[config.mk]
export PLATFORM = sky130hd
export DESIGN_NAME = seq_det_param
export DESIGN_NICKNAME = d
export VERILOG_FILES = /design/src/rtl/seq_det_param.sv
export SDC_FILE = /design/constraint.sdc
export NUM_CORES = 1
export LEC_CHECK = 0
export CAP_MARGIN = 15
export CORE_MARGIN = 10
export CORE_UTILIZATION = 40
export CTS_CLUSTER_SIZE = 14
export DETAILED_ROUTE_END_ITERATION = 6
export PLACE_DENSITY = 0.72
export SLEW_MARGIN = 20
export SYNTH_ARGS = -nofsm -noshare
export SYNTH_HDL_FRONTEND = slang
export SYNTH_SLANG_ARGS = --single-unit
[constraint.sdc]
create_clock -name Clk -period 5.79 [get_ports Clk]
set_input_delay 0.8685 -clock Clk [delete_from_list [all_inputs] [get_ports Clk]]
set_output_delay 0.8685 -clock Clk [all_outputs]
set_load 0.03 [all_outputs]
[src/rtl/seq_det_param.sv]
// seq_det_param
// Runtime-configurable serial pattern detector with overlapping or
// non-overlapping detection, a saturating match counter and rejection of
// configurations with an out-of-range length.
//
// Ports
//   Clk          clock, all state changes on the rising edge
//   Rst          synchronous active-high reset, overrides every other input
//   B            serial data bit
//   Valid        B is sampled only while high
//   Cfg_Load     load Cfg_Pattern / Cfg_Len / Cfg_Overlap this cycle
//   Cfg_Pattern  pattern; bit Len-1 is received first, bit 0 last
//   Cfg_Len      pattern length, accepted when 1..MAX_LEN
//   Cfg_Overlap  1 = overlapping detection, 0 = non-overlapping
//   Clr_Cnt      clear the match counter
//   w            registered one-cycle match pulse
//   Match_Cnt    saturating match count
//   Cfg_Err      registered one-cycle pulse for a rejected configuration

module seq_det_param #(
    parameter int unsigned          MAX_LEN     = 8,
    parameter int unsigned          CNT_W       = 8,
    parameter logic [MAX_LEN-1:0]   DEF_PATTERN = MAX_LEN'(8'b0000_0110),
    parameter int unsigned          DEF_LEN     = 3
) (
    input  logic                 Clk,
    input  logic                 Rst,
    input  logic                 B,
    input  logic                 Valid,
    input  logic                 Cfg_Load,
    input  logic [MAX_LEN-1:0]   Cfg_Pattern,
    input  logic [4:0]           Cfg_Len,
    input  logic                 Cfg_Overlap,
    input  logic                 Clr_Cnt,
    output logic                 w,
    output logic [CNT_W-1:0]     Match_Cnt,
    output logic                 Cfg_Err
);

    // Length and fill share one width so they compare without extension.
    localparam int unsigned        LEN_W     = 5;
    localparam logic [LEN_W-1:0]   MAX_LEN_L = LEN_W'(MAX_LEN);

    typedef enum logic {
        S_FILL   = 1'b0,
        S_ACTIVE = 1'b1
    } state_t;

    // Registered state
    state_t                 state_q, state_d;
    logic [MAX_LEN-1:0]     hist_q,  hist_d;
    logic [LEN_W-1:0]       fill_q,  fill_d;
    logic [MAX_LEN-1:0]     pat_q,   pat_d;
    logic [LEN_W-1:0]       len_q,   len_d;
    logic                   ovl_q,   ovl_d;
    logic                   w_q,     w_d;
    logic [CNT_W-1:0]       cnt_q,   cnt_d;
    logic                   err_q,   err_d;

    // Combinational helpers
    logic [MAX_LEN-1:0]     hist_shift;
    logic [LEN_W-1:0]       fill_inc;
    logic [MAX_LEN-1:0]     len_mask;
    logic                   cfg_ok;
    logic                   pat_eq;
    logic                   match;

    // History with the incoming bit appended, fill count saturating at MAX_LEN.
    always_comb begin
        hist_shift = {hist_q[MAX_LEN-2:0], B};
        fill_inc   = (fill_q >= MAX_LEN_L) ? fill_q : fill_q + LEN_W'(1);
    end

    // Select the low Len bits; pattern bits at or above Len never take part.
    always_comb begin
        len_mask = '0;
        for (int unsigned i = 0; i < MAX_LEN; i++) begin
            len_mask[i] = (LEN_W'(i) < len_q);
        end
    end

    // Compare the post-shift history against the active pattern.
    always_comb begin
        pat_eq = (((hist_shift ^ pat_q) & len_mask) == '0);
    end

    // A configuration is accepted only for 1 <= Cfg_Len <= MAX_LEN.
    always_comb begin
        cfg_ok = Cfg_Load && (Cfg_Len != '0) && (Cfg_Len <= MAX_LEN_L);
    end

    // State register: reset restores the default configuration.
    always_ff @(posedge Clk) begin
        if (Rst) begin
            state_q <= S_FILL;
            hist_q  <= '0;
            fill_q  <= '0;
            pat_q   <= DEF_PATTERN;
            len_q   <= LEN_W'(DEF_LEN);
            ovl_q   <= 1'b0;
            w_q     <= 1'b0;
            cnt_q   <= '0;
            err_q   <= 1'b0;
        end else begin
            state_q <= state_d;
            hist_q  <= hist_d;
            fill_q  <= fill_d;
            pat_q   <= pat_d;
            len_q   <= len_d;
            ovl_q   <= ovl_d;
            w_q     <= w_d;
            cnt_q   <= cnt_d;
            err_q   <= err_d;
        end
    end

    // Next-state and output logic.
    always_comb begin
        state_d = state_q;
        hist_d  = hist_q;
        fill_d  = fill_q;
        pat_d   = pat_q;
        len_d   = len_q;
        ovl_d   = ovl_q;
        err_d   = 1'b0;
        match   = 1'b0;

        if (cfg_ok) begin
            // An accepted load wins over a coincident bit, which is dropped.
            pat_d   = Cfg_Pattern;
            len_d   = Cfg_Len;
            ovl_d   = Cfg_Overlap;
            hist_d  = '0;
            fill_d  = '0;
            state_d = S_FILL;
        end else begin
            // A rejected load only flags the error; the bit is still taken.
            err_d = Cfg_Load;
            if (Valid) begin
                hist_d = hist_shift;
                fill_d = fill_inc;
                // ACTIVE already guarantees enough history; FILL checks the new count.
                match  = ((state_q == S_ACTIVE) || (fill_inc >= len_q)) && pat_eq;

                unique case (state_q)
                    S_FILL: begin
                        if (match && !ovl_q) begin
                            fill_d  = '0;
                            state_d = S_FILL;
                        end else if (fill_inc >= len_q) begin
                            state_d = S_ACTIVE;
                        end else begin
                            state_d = S_FILL;
                        end
                    end
                    S_ACTIVE: begin
                        // Non-overlapping mode never reuses bits of a match.
                        if (match && !ovl_q) begin
                            fill_d  = '0;
                            state_d = S_FILL;
                        end else begin
                            state_d = S_ACTIVE;
                        end
                    end
                    default: begin
                        state_d = S_FILL;
                    end
                endcase
            end
        end

        w_d = match;

        // Clear beats a coincident increment; the count never wraps.
        cnt_d = cnt_q;
        if (Clr_Cnt) begin
            cnt_d = '0;
        end else if (match && (cnt_q != '1)) begin
            cnt_d = cnt_q + CNT_W'(1);
        end
    end

    assign w         = w_q;
    assign Match_Cnt = cnt_q;
    assign Cfg_Err   = err_q;

endmodule

==> impl_results.md, run 1 <==
* Status: complete, no violations
* Min-Delay Path Depth at 2
* Clk network pwr share at 40.3%
* Die height at 87.88 µm
* Total Neg Setup Slack at 0 ns
* CORE AREA at 4414 µm²
* Post-CTS sizing at 0
* Via/cell ratio at 5.266
* Critical Path RT at 6.01 ns
* Number of nets with antenna violations after routing at 0
* Combinational Power Share at 12.4%
* Total clock sinks at 37
* Root Buffer: clkbuf_8
* Critical path's most frequent cell: nand2_1
* Sw frac at 23.31%
* Max_cap viols at 0
* Global-route congestion overflow total at 0
* # DRC at 0
* Pins Over Slew Limit at 0
* CTS tree: built
* I/O Pins at 30
* Pwr Total at 0.5667 mW
* Routability congestion estimate at 0.7980
* Starting density of the core at 41.75%
* GRT Resource Usage Total at 10.94%
* Synth cell types at 40
* Clk buf depth at 2
* Final Hold Fails at 0
* Worst vdd ir at 0.1434 mV
* Layout Skew at 0.005162 ns
* Pwr dens at 247.0 nW/µm²
* Fmax at 337.0 MHz
* Drt pass-1 iters at 4
* Pre-CTS WS at 2.706 ns
* Number of buffers inserted by port buffering at 29
* R2R depth at 11
* Largest net degree at the start of global routing at 19
* Placed cell area at 2178 µm²
* Design area at 2295 µm²
* Postcts setup bufs at 0
* Die area at 7723 µm²
* Syn-to-layout area delta at 24.51%
* Crit Path Category: reg2reg
* Via Count at 1522
* Critical-path cell list: nor2_1 -> nand2_1 -> xor2_1 -> inv_1 -> ha_1 -> a21o_1 -> a31oi_1 -> o21ai_0 -> nand2_1 -> or4_1 -> a21oi_1
* Syn Inst Count at 206
* Headroom to the max-slew limit at 48.93%
* R2R setup slack at 2.82 ns
* H-Tree Depth at 2
* Final setup viols at 0
* CP max stage cell: or4_1
* Row cnt at 24
* First-pass GRT wire length at 6755 µm
* Chip width at 87.88 µm
* Syn. warnings at 0
* Routed WL per cell at 13.67 µm
* RSZ-0062 raised after global routing: false
* Seq cells post-synth at 37
* Final period utilization at 51.24%
* Period minus WS final at 2.967 ns
* Worst setup SP type: flop
* CP endpoint kind: flop
* Post-DP HPWL at 3086 µm
* Ant. Diodes at 0
* Measured slew at the worst slew-check pin at 0.7618 ns
* CTS buffer count at 5
* Initial antenna violation count at 0
* Reg clk slew, reported paths at 0.07 ns
* Syn_nets at 234
* Final worst slack at 2.823 ns
* Max FO, Critical Path at 10
* Vias in the first global route at 1526
* Cell-internal power at 0.4346 mW
* Routed WL at 3950 µm
* Seq/Total Area, Yosys at 40.19%
* Initial DRC count at 54
* Synthesized area at 1843 µm²
* NumNets Final at 264
* Flop pwr share at 47.3%
* Post-CTS Hold Buffers at 0
* WP data arrival at 3.18 ns
* Mapped Avg Cell Area at 8.947 µm²
* Leakage power at 0.8622 nW
* Layout cells sized above 1 at 5.907%
* P_sw at 0.1321 mW
* Final Hold Slack at 0.4913 ns
* Hold crit path type: reg2reg
* Largest stage delay, worst path at 0.55 ns
* Worst skew pair latency at 0.29 ns
-- layout make-up --
| type | instances | area (µm²) |
|---|---|---|
| clock buffers | 7 | 86.33 |
| clock inverters | 1 | 30.03 |
| fillers | 417 | 2120 |
| inverters | 12 | 45.04 |
| multi-input cells | 150 | 1030 |
| flip-flops and latches | 37 | 740.7 |
| well taps | 52 | 65.06 |
| repair buffers | 30 | 297.8 |
-- per-stage QoR --
step                      util, %  cells
after CTS                   51.98    289
after global placement      49.35    281
final                       51.98    289
after floorplan                 -    206
after detailed placement    49.35    281
after global routing        51.98    289
-- state kept, by name, indices dropped and copies added (netlist names) --
| register | flops |
|---|---|
| state_q | 1 |
| ovl_q | 1 |
| pat_q | 8 |
| Cfg_Err | 1 |
| Match_Cnt | 8 |
| fill_q | 5 |
| w | 1 |
| len_q | 5 |
| hist_q | 7 |
-- per-layer routing --
metal / track usage, % / wire, µm
met5: 0 / 0
met4: 5.072 / 61
met3: 3.343 / 213
met2: 19.05 / 1929
met1: 11.84 / 1745
-- cell usage after synthesis, drive strengths merged --
cell	count	area, µm²
dfxtp	37	740.7
and4	1	8.760
a211oi	1	7.510
or3	3	23.77
inv	12	45.04
nand2	16	60.06
or4	5	37.54
and3	3	18.77
xor2	3	26.28
nor3	7	40.04
a21oi	10	50.05
ha	8	100.1
or2	2	12.51
nand3	3	15.01
a41o	1	10.01
and2	2	12.51
o31a	1	8.760
a31oi	1	6.260
a41oi	2	36.29
o21ai	12	60.06
a211o	1	8.760
nor4	2	12.51
nand4	3	25.02
xnor2	8	70.07
a21o	1	7.510
buf	2	8.750
o311ai	1	8.760
o31ai	6	45.04
clkbuf	5	18.77
mux2i	19	190.2
o2bb2ai	1	8.760
o211ai	2	15.01
nand2b	2	12.51
nor2b	2	12.51
nor2	21	78.83
-- worst max-delay path, delay by kind of cell (launching register included) --
kind                       cells  cell delay [ns]
AOI/OAI and AO/OA              4             0.74
xor gates and xnor gates       1             0.20
adders and majority gates      1             0.29
buffers and inverters          1             0.07
DFF                            1             0.33
and+or+nand+nor                4             1.26
-- power by group through the flow --
stage / Sequential (mW) / Clock [mW] / Combinational (mW)
2_1_floorplan: 0.273 / 0 / 0.0439
3_3_place_gp: 0.274 / 0 / 0.0694
3_5_place_dp: 0.274 / 0 / 0.0706
4_1_cts: 0.268 / 0.236 / 0.0707
5_1_grt: 0.269 / 0.245 / 0.0793
6_report: 0.268 / 0.228 / 0.0702
-- worst paths after layout --
path | from | to
worst max-delay path | fill_q[3]$_SDFFE_PP0P_ | Match_Cnt[2]$_SDFFE_PP0P_
worst min-delay path | state_q$_SDFFE_PP0P_ | state_q$_SDFFE_PP0P_
worst max register to register | fill_q[3]$_SDFFE_PP0P_ | Match_Cnt[2]$_SDFFE_PP0P_
worst min register to register | state_q$_SDFFE_PP0P_ | state_q$_SDFFE_PP0P_
-- placed cells by master (no fill, tap or decap), drive strengths merged, types with 3 or more instances in the layout --
cell           count
a21oi             10
and3               3
clkbuf             7
clkdlybuf4s50     29
dfxtp             37
ha                 8
inv               12
mux2i             19
nand2             16
nand3              3
nand4              3
nor2              21
nor3               7
o21ai             12
o31ai              6
or3                3
or4                5
xnor2              8
xor2               3
-- cells by family (layout without fill, tap and decap cells) --
logic type                 after synthesis  in the layout  synth area share [%]
and+or+nand+nor                         72             72                 20.09
AOI/OAI and AO/OA                       40             40                 14.80
DFF                                     37             37                 40.19
muxes                                   19             19                 10.32
buffers and inverters                   19             50                 3.937
xor gates and xnor gates                11             11                 5.228
adders and majority gates                8              8                 5.431
No activity file was read; power rests on OpenSTA's default activity.
==> run 2, diff against run 1 <==
--- a/config.mk
+++ b/config.mk
@@ -10,7 +10,7 @@
 export CORE_UTILIZATION = 40
 export CTS_CLUSTER_SIZE = 14
 export DETAILED_ROUTE_END_ITERATION = 6
-export PLACE_DENSITY = 0.72
+export PLACE_DENSITY = 0.74
 export SLEW_MARGIN = 20
 export SYNTH_ARGS = -nofsm -noshare
 export SYNTH_HDL_FRONTEND = slang
==> constraint.sdc (replaced) <==
create_clock -name Clk -period 2.5 [get_ports Clk]
set_input_delay 0.375 -clock Clk [delete_from_list [all_inputs] [get_ports Clk]]
set_output_delay 0.375 -clock Clk [all_outputs]
set_load 0.03 [all_outputs]
==> impl_results.md, run 2 (synthesized netlist as in run 1, its figures left out) <==
* Status: complete, no violations
* Reg clk slew, reported paths at 0.08 ns
* Vias in the first global route at 1692
* P_sw at 0.3288 mW
* Critical Path RT at 2.73 ns
* CP endpoint kind: flop
* Commonest non-fill, non-tap cell in the layout: dfxtp_1
* Cell-internal power at 1.011 mW
* Initial antenna violation count at 0
* Pre-CTS WS at 0.07502 ns
* CTS tree: built
* Via/cell ratio at 5.211
* First-pass GRT wire length at 7534 µm
* Met3 usage at 4.364%
* Critical path launch point: fill_q[0]$_SDFFE_PP0P_
* Ant. Diodes at 0
* Measured slew at the worst slew-check pin at 0.3489 ns
* Worst skew pair latency at 0.30 ns
* Hold crit path type: reg2reg
* Placed cell area at 2291 µm²
* Die area at 7723 µm²
* Total clock sinks at 37
* Met1 usage at 13.87%
* Met2 usage at 20.17%
* Total Neg Setup Slack at 0 ns
* Post-DP HPWL at 3212 µm
* Postcts setup bufs at 0
* Routed WL at 4272 µm
* Max_cap viols at 0
* Pins Over Slew Limit at 0
* Routability congestion estimate at 0.7841
* Crit path capture: Match_Cnt[5]$_SDFFE_PP0P_
* Fill count at 397
* Pwr Total at 1.340 mW
* Flop pwr share at 46.3%
* WP data arrival at 2.58 ns
* Max FO, Critical Path at 3
* Leakage power at 0.9367 nW
* Routed WL per cell at 14.10 µm
* Final period utilization at 93.95%
* Worst vdd ir at 0.3270 mV
* Final setup viols at 0
* GRT Resource Usage Total at 12.13%
* Fmax at 425.8 MHz
* Via Count at 1579
* R2R setup slack at 0.15 ns
* Design area at 2432 µm²
* CORE AREA at 4414 µm²
* Largest net degree at the start of global routing at 15
* Crit Path Category: reg2reg
* Combinational Power Share at 16.2%
* Starting density of the core at 41.75%
* Headroom to the max-slew limit at 76.68%
* Initial DRC count at 90
* H-Tree Depth at 2
* CTS buffer count at 5
* Clk network pwr share at 37.5%
* Layout cells sized above 1 at 15.94%
* Drt pass-1 iters at 4
* Number of nets with antenna violations after routing at 0
* Final Hold Fails at 0
* NumNets Final at 279
* Global-route congestion overflow total at 0
* I/O Pins at 30
* Number of buffers inserted by port buffering at 29
* Sw frac at 24.55%
* Die height at 87.88 µm
* Origin of the critical flop-to-flop path: fill_q[0]$_SDFFE_PP0P_
* Worst setup SP type: flop
* Pwr dens at 550.7 nW/µm²
* Layout Skew at 0.009182 ns
* Final worst slack at 0.1513 ns
* R2R depth at 11
* Chip width at 87.88 µm
* Period minus WS final at 2.349 ns
* Clk buf depth at 2
* Worst reg2reg endpoint: Match_Cnt[5]$_SDFFE_PP0P_
* Root Buffer: clkbuf_8
* Row cnt at 24
* Most frequent cells in the layout: dfxtp_1 (35), clkdlybuf4s50_1 (29), nor2_1 (20)
* Syn-to-layout area delta at 31.98%
* # DRC at 0
* Grt peak-use layer: met2
## run 2: changes by cell type in the layout (fill, tap and decap cells not counted), moves of 2 or more
| cell | previous run | this run |
|---|---|---|
| buf_4 | 1 | 16 |
| dfxtp_2 | 0 | 2 |
| a21oi_2 | 0 | 2 |
| nand2_1 | 16 | 14 |
| dfxtp_1 | 37 | 35 |
| a21oi_1 | 10 | 8 |
| nand2_2 | 0 | 2 |
## run 2: worst max-delay path: stages, from the launching register on
cell,delay (ns)
dfxtp_2,0.34
inv_1,0.06
ha_1,0.28
mux2i_1,0.17
inv_1,0.06
ha_1,0.27
a31oi_1,0.09
o21ai_2,0.17
buf_4,0.14
nand3_2,0.08
or4_4,0.49
a21oi_2,0.13
## run 2: worst min path at each step
| stage | start | to | slack [ns] | cells past startpoint |
|---|---|---|---|---|
| after floorplan | state_q$_SDFFE_PP0P_ | state_q$_SDFFE_PP0P_ | 0.43 | 2 |
| after global placement | state_q$_SDFFE_PP0P_ | state_q$_SDFFE_PP0P_ | 0.46 | 2 |
| after detailed placement | state_q$_SDFFE_PP0P_ | state_q$_SDFFE_PP0P_ | 0.47 | 2 |
| after CTS | state_q$_SDFFE_PP0P_ | state_q$_SDFFE_PP0P_ | 0.48 | 2 |
| after global routing | state_q$_SDFFE_PP0P_ | state_q$_SDFFE_PP0P_ | 0.52 | 2 |
| final | state_q$_SDFFE_PP0P_ | state_q$_SDFFE_PP0P_ | 0.48 | 2 |
## run 2: power groups by stage
stage          logic [mW]  clock network (mW)  registers (mW)
2_1_floorplan       0.102                   0           0.633
3_3_place_gp        0.205                   0           0.632
3_5_place_dp        0.209                   0           0.633
4_1_cts             0.211               0.516           0.619
5_1_grt             0.242               0.541           0.622
6_report            0.217               0.503           0.620
## run 2: repair_timing
action                     in CTS  in global routing
setup endpoints to repair       0                 14
gates resized for setup         0                 11
hold buffers                    0                  0
## run 2: per-stage QoR
| step | cells | hold WS, ns | utilization [%] |
|---|---|---|---|
| finish | 303 | 0.4792 | 55.10 |
| global route | 303 | 0.5172 | 55.10 |
| CTS | 303 | 0.4800 | 54.25 |
| detailed placement | 296 | 0.4661 | 51.90 |
| global placement | 296 | 0.4604 | 51.90 |
| floorplan | 206 | 0.4264 | - |
## run 2: final cells by class
cell class / count / area [µm²] / area share, %
Clock inverter: 2 / 35.03 / 1.440
Inverter: 12 / 45.04 / 1.852
Clock buffer: 5 / 68.82 / 2.829
Multi-Input combinational cell: 150 / 1065 / 43.78
Sequential cell: 37 / 743.2 / 30.56
Tap cell: 52 / 65.06 / 2.675
Timing Repair Buffer: 45 / 410.4 / 16.87
## run 2: layer usage
| metal | wire length (µm) | share of wire, % |
|---|---|---|
| met5 | 0 | 0 |
| met4 | 37 | 0.87 |
| met3 | 290 | 6.8 |
| met2 | 2023 | 47 |
| met1 | 1921 | 45 |
==> run 3, diff against run 2 <==
--- a/config.mk
+++ b/config.mk
@@ -7,10 +7,10 @@
 export LEC_CHECK = 0
 export CAP_MARGIN = 15
 export CORE_MARGIN = 10
-export CORE_UTILIZATION = 40
+export CORE_UTILIZATION = 45
 export CTS_CLUSTER_SIZE = 14
 export DETAILED_ROUTE_END_ITERATION = 6
-export PLACE_DENSITY = 0.74
+export PLACE_DENSITY = 0.81
 export SLEW_MARGIN = 20
 export SYNTH_ARGS = -nofsm -noshare
 export SYNTH_HDL_FRONTEND = slang
==> impl_results.md, run 3 (synthesized netlist as in run 1, its figures left out) <==
* Post-CTS Hold Buffers at 0
* # DRC at 0
* Final period utilization at 95.72%
* Starting density of the core at 46.41%
* Reg clk slew, reported paths at 0.08 ns
* Row cnt at 23
* Global-route congestion overflow total at 0
* CTS buffer count at 5
* Worst setup SP type: flop
* Drt pass-1 iters at 4
* First-pass GRT wire length at 7065 µm
* Pwr dens at 520.1 nW/µm²
* Pins Over Slew Limit at 0
* Number of nets with antenna violations after routing at 0
* Critical Path RT at 2.72 ns
* Via/cell ratio at 5.458
* Total clock sinks at 37
* Ant. Diodes at 0
* Crit Path Category: reg2reg
* NumNets Final at 276
* Critical-path cell list: inv_2 -> ha_1 -> mux2i_1 -> inv_1 -> ha_1 -> a31oi_2 -> o21ai_2 -> nand2_2 -> or4_1 -> a21oi_1
* Initial antenna violation count at 0
* Sequential cell area at 745.7 µm²
* I/O Pins at 30
* Largest net degree at the start of global routing at 16
* GRT Resource Usage Total at 11.74%
* Root Buffer: clkbuf_8
* Final setup viols at 0
* H-Tree Depth at 2
* Critical path's most frequent cell: ha_1
* CTS tree: built
* Worst vdd ir at 0.3935 mV
* Max_cap viols at 0
* Multi-input logic area at 1077 µm²
* Leakage power at 0.9064 nW
* Most frequent cells in the layout: dfxtp_1 (35), clkdlybuf4s50_1 (29), nor2_1 (20)
* Status: complete, no violations
* Die area at 7055 µm²
* Finished Core Util at 60.65%
* Delay-heaviest family, CP: simple AND/OR/NAND/NOR gates
* Final Hold Fails at 0
* Number of buffers inserted by port buffering at 29
* Layout cells sized above 1 at 16.87%
* Syn-to-layout area delta at 30.69%
* Routed WL at 4198 µm
* Fmax at 417.9 MHz
* CP endpoint kind: flop
* Headroom to the max-slew limit at 75.45%
* Period minus WS final at 2.393 ns
* Vias in the first global route at 1603
* Routed WL per cell at 14.04 µm
* Routability congestion estimate at 0.7620
* Initial DRC count at 113
* Fill count at 355
* Hold crit path type: reg2reg
* Chip width at 84.00 µm
* Measured slew at the worst slew-check pin at 0.3674 ns
* Largest stage delay, worst path at 0.48 ns
* CP bufs+invs at 2
* Max FO, Critical Path at 8
* CP max stage cell: or4_1
* Commonest non-fill, non-tap cell in the layout: dfxtp_1
* Final Hold Slack at 0.4667 ns
* Post-DP HPWL at 3216 µm
* Clk buf depth at 2
* CORE AREA at 3971 µm²
* Via Count at 1632
* WP data arrival at 2.62 ns
* Layout Skew at 0.008293 ns
* Worst skew pair latency at 0.30 ns
* Die height at 84.00 µm
==> run 3: cell types whose count changed in the layout (fill, tap and decap cells not counted), moves of 2 or more <==
cell,change
inv_2,+3
inv_1,-3
ha_1,-2
buf_4,-3
==> run 3: layer usage <==
metal	track usage (%)	up-vias	wire, µm
li1	-	814	-
met1	13.03	763	1927
met2	20.14	43	1945
met3	4.004	12	226
met4	4.262	0	99
met5	0	-	0
==> run 3: stage by stage <==
stage	power [mW]	instances	setup TNS (ns)	area [µm²]	setup WS (ns)
6_report	1.253	299	0	2409	0.1069
5_1_grt	1.307	299	-0.005447	2409	-0.003302
4_1_cts	1.257	300	0	2364	0.01112
3_5_place_dp	0.8339	292	0	2273	0.04158
3_3_place_gp	0.8296	292	0	2273	0.1303
2_1_floorplan	0.7351	206	0	1843	0.1131
==> run 3: layout make-up <==
class / count / area share [%]
repair buffers: 42 / 16.10
inverters: 12 / 1.870
clock buffers: 5 / 2.857
well taps: 50 / 2.597
flip-flops and latches: 37 / 30.96
clock inverters: 3 / 0.8831
multi-input cells: 150 / 44.73
==> run 3: path summary, 6_finish.rpt <==
kind / from / end / slack [ns] / cells after the start
setup / recovery: fill_q[0]$_SDFFE_PP0P_ / Match_Cnt[6]$_SDFFE_PP0P_ / 0.11 / 10
hold / removal: state_q$_SDFFE_PP0P_ / state_q$_SDFFE_PP0P_ / 0.47 / 2
setup reg to reg: fill_q[0]$_SDFFE_PP0P_ / Match_Cnt[6]$_SDFFE_PP0P_ / 0.11 / 10
hold reg to reg: state_q$_SDFFE_PP0P_ / state_q$_SDFFE_PP0P_ / 0.47 / 2
==> run 3: worst min-delay path: cells and delay by family (launching register included) <==
kind               cells  cell delay, ns
DFF                    1            0.32
AOI/OAI and AO/OA      1            0.06
and+or+nand+nor        1            0.05
==> run 3: power by group <==
part / internal (mW) / leakage [nW] / switching (mW) / total (mW)
Combinational: 0.105 / 0.561 / 0.0995 / 0.205
Sequential: 0.606 / 0.301 / 0.0147 / 0.621
Clock: 0.198 / 0.0445 / 0.230 / 0.427
Total: 0.909 / 0.906 / 0.344 / 1.25
==> run 3: timing repair <==
action                                  CTS  global route
setup buffers                             0             0
resized for setup                         0            17
endpoints found under the setup margin    0            15
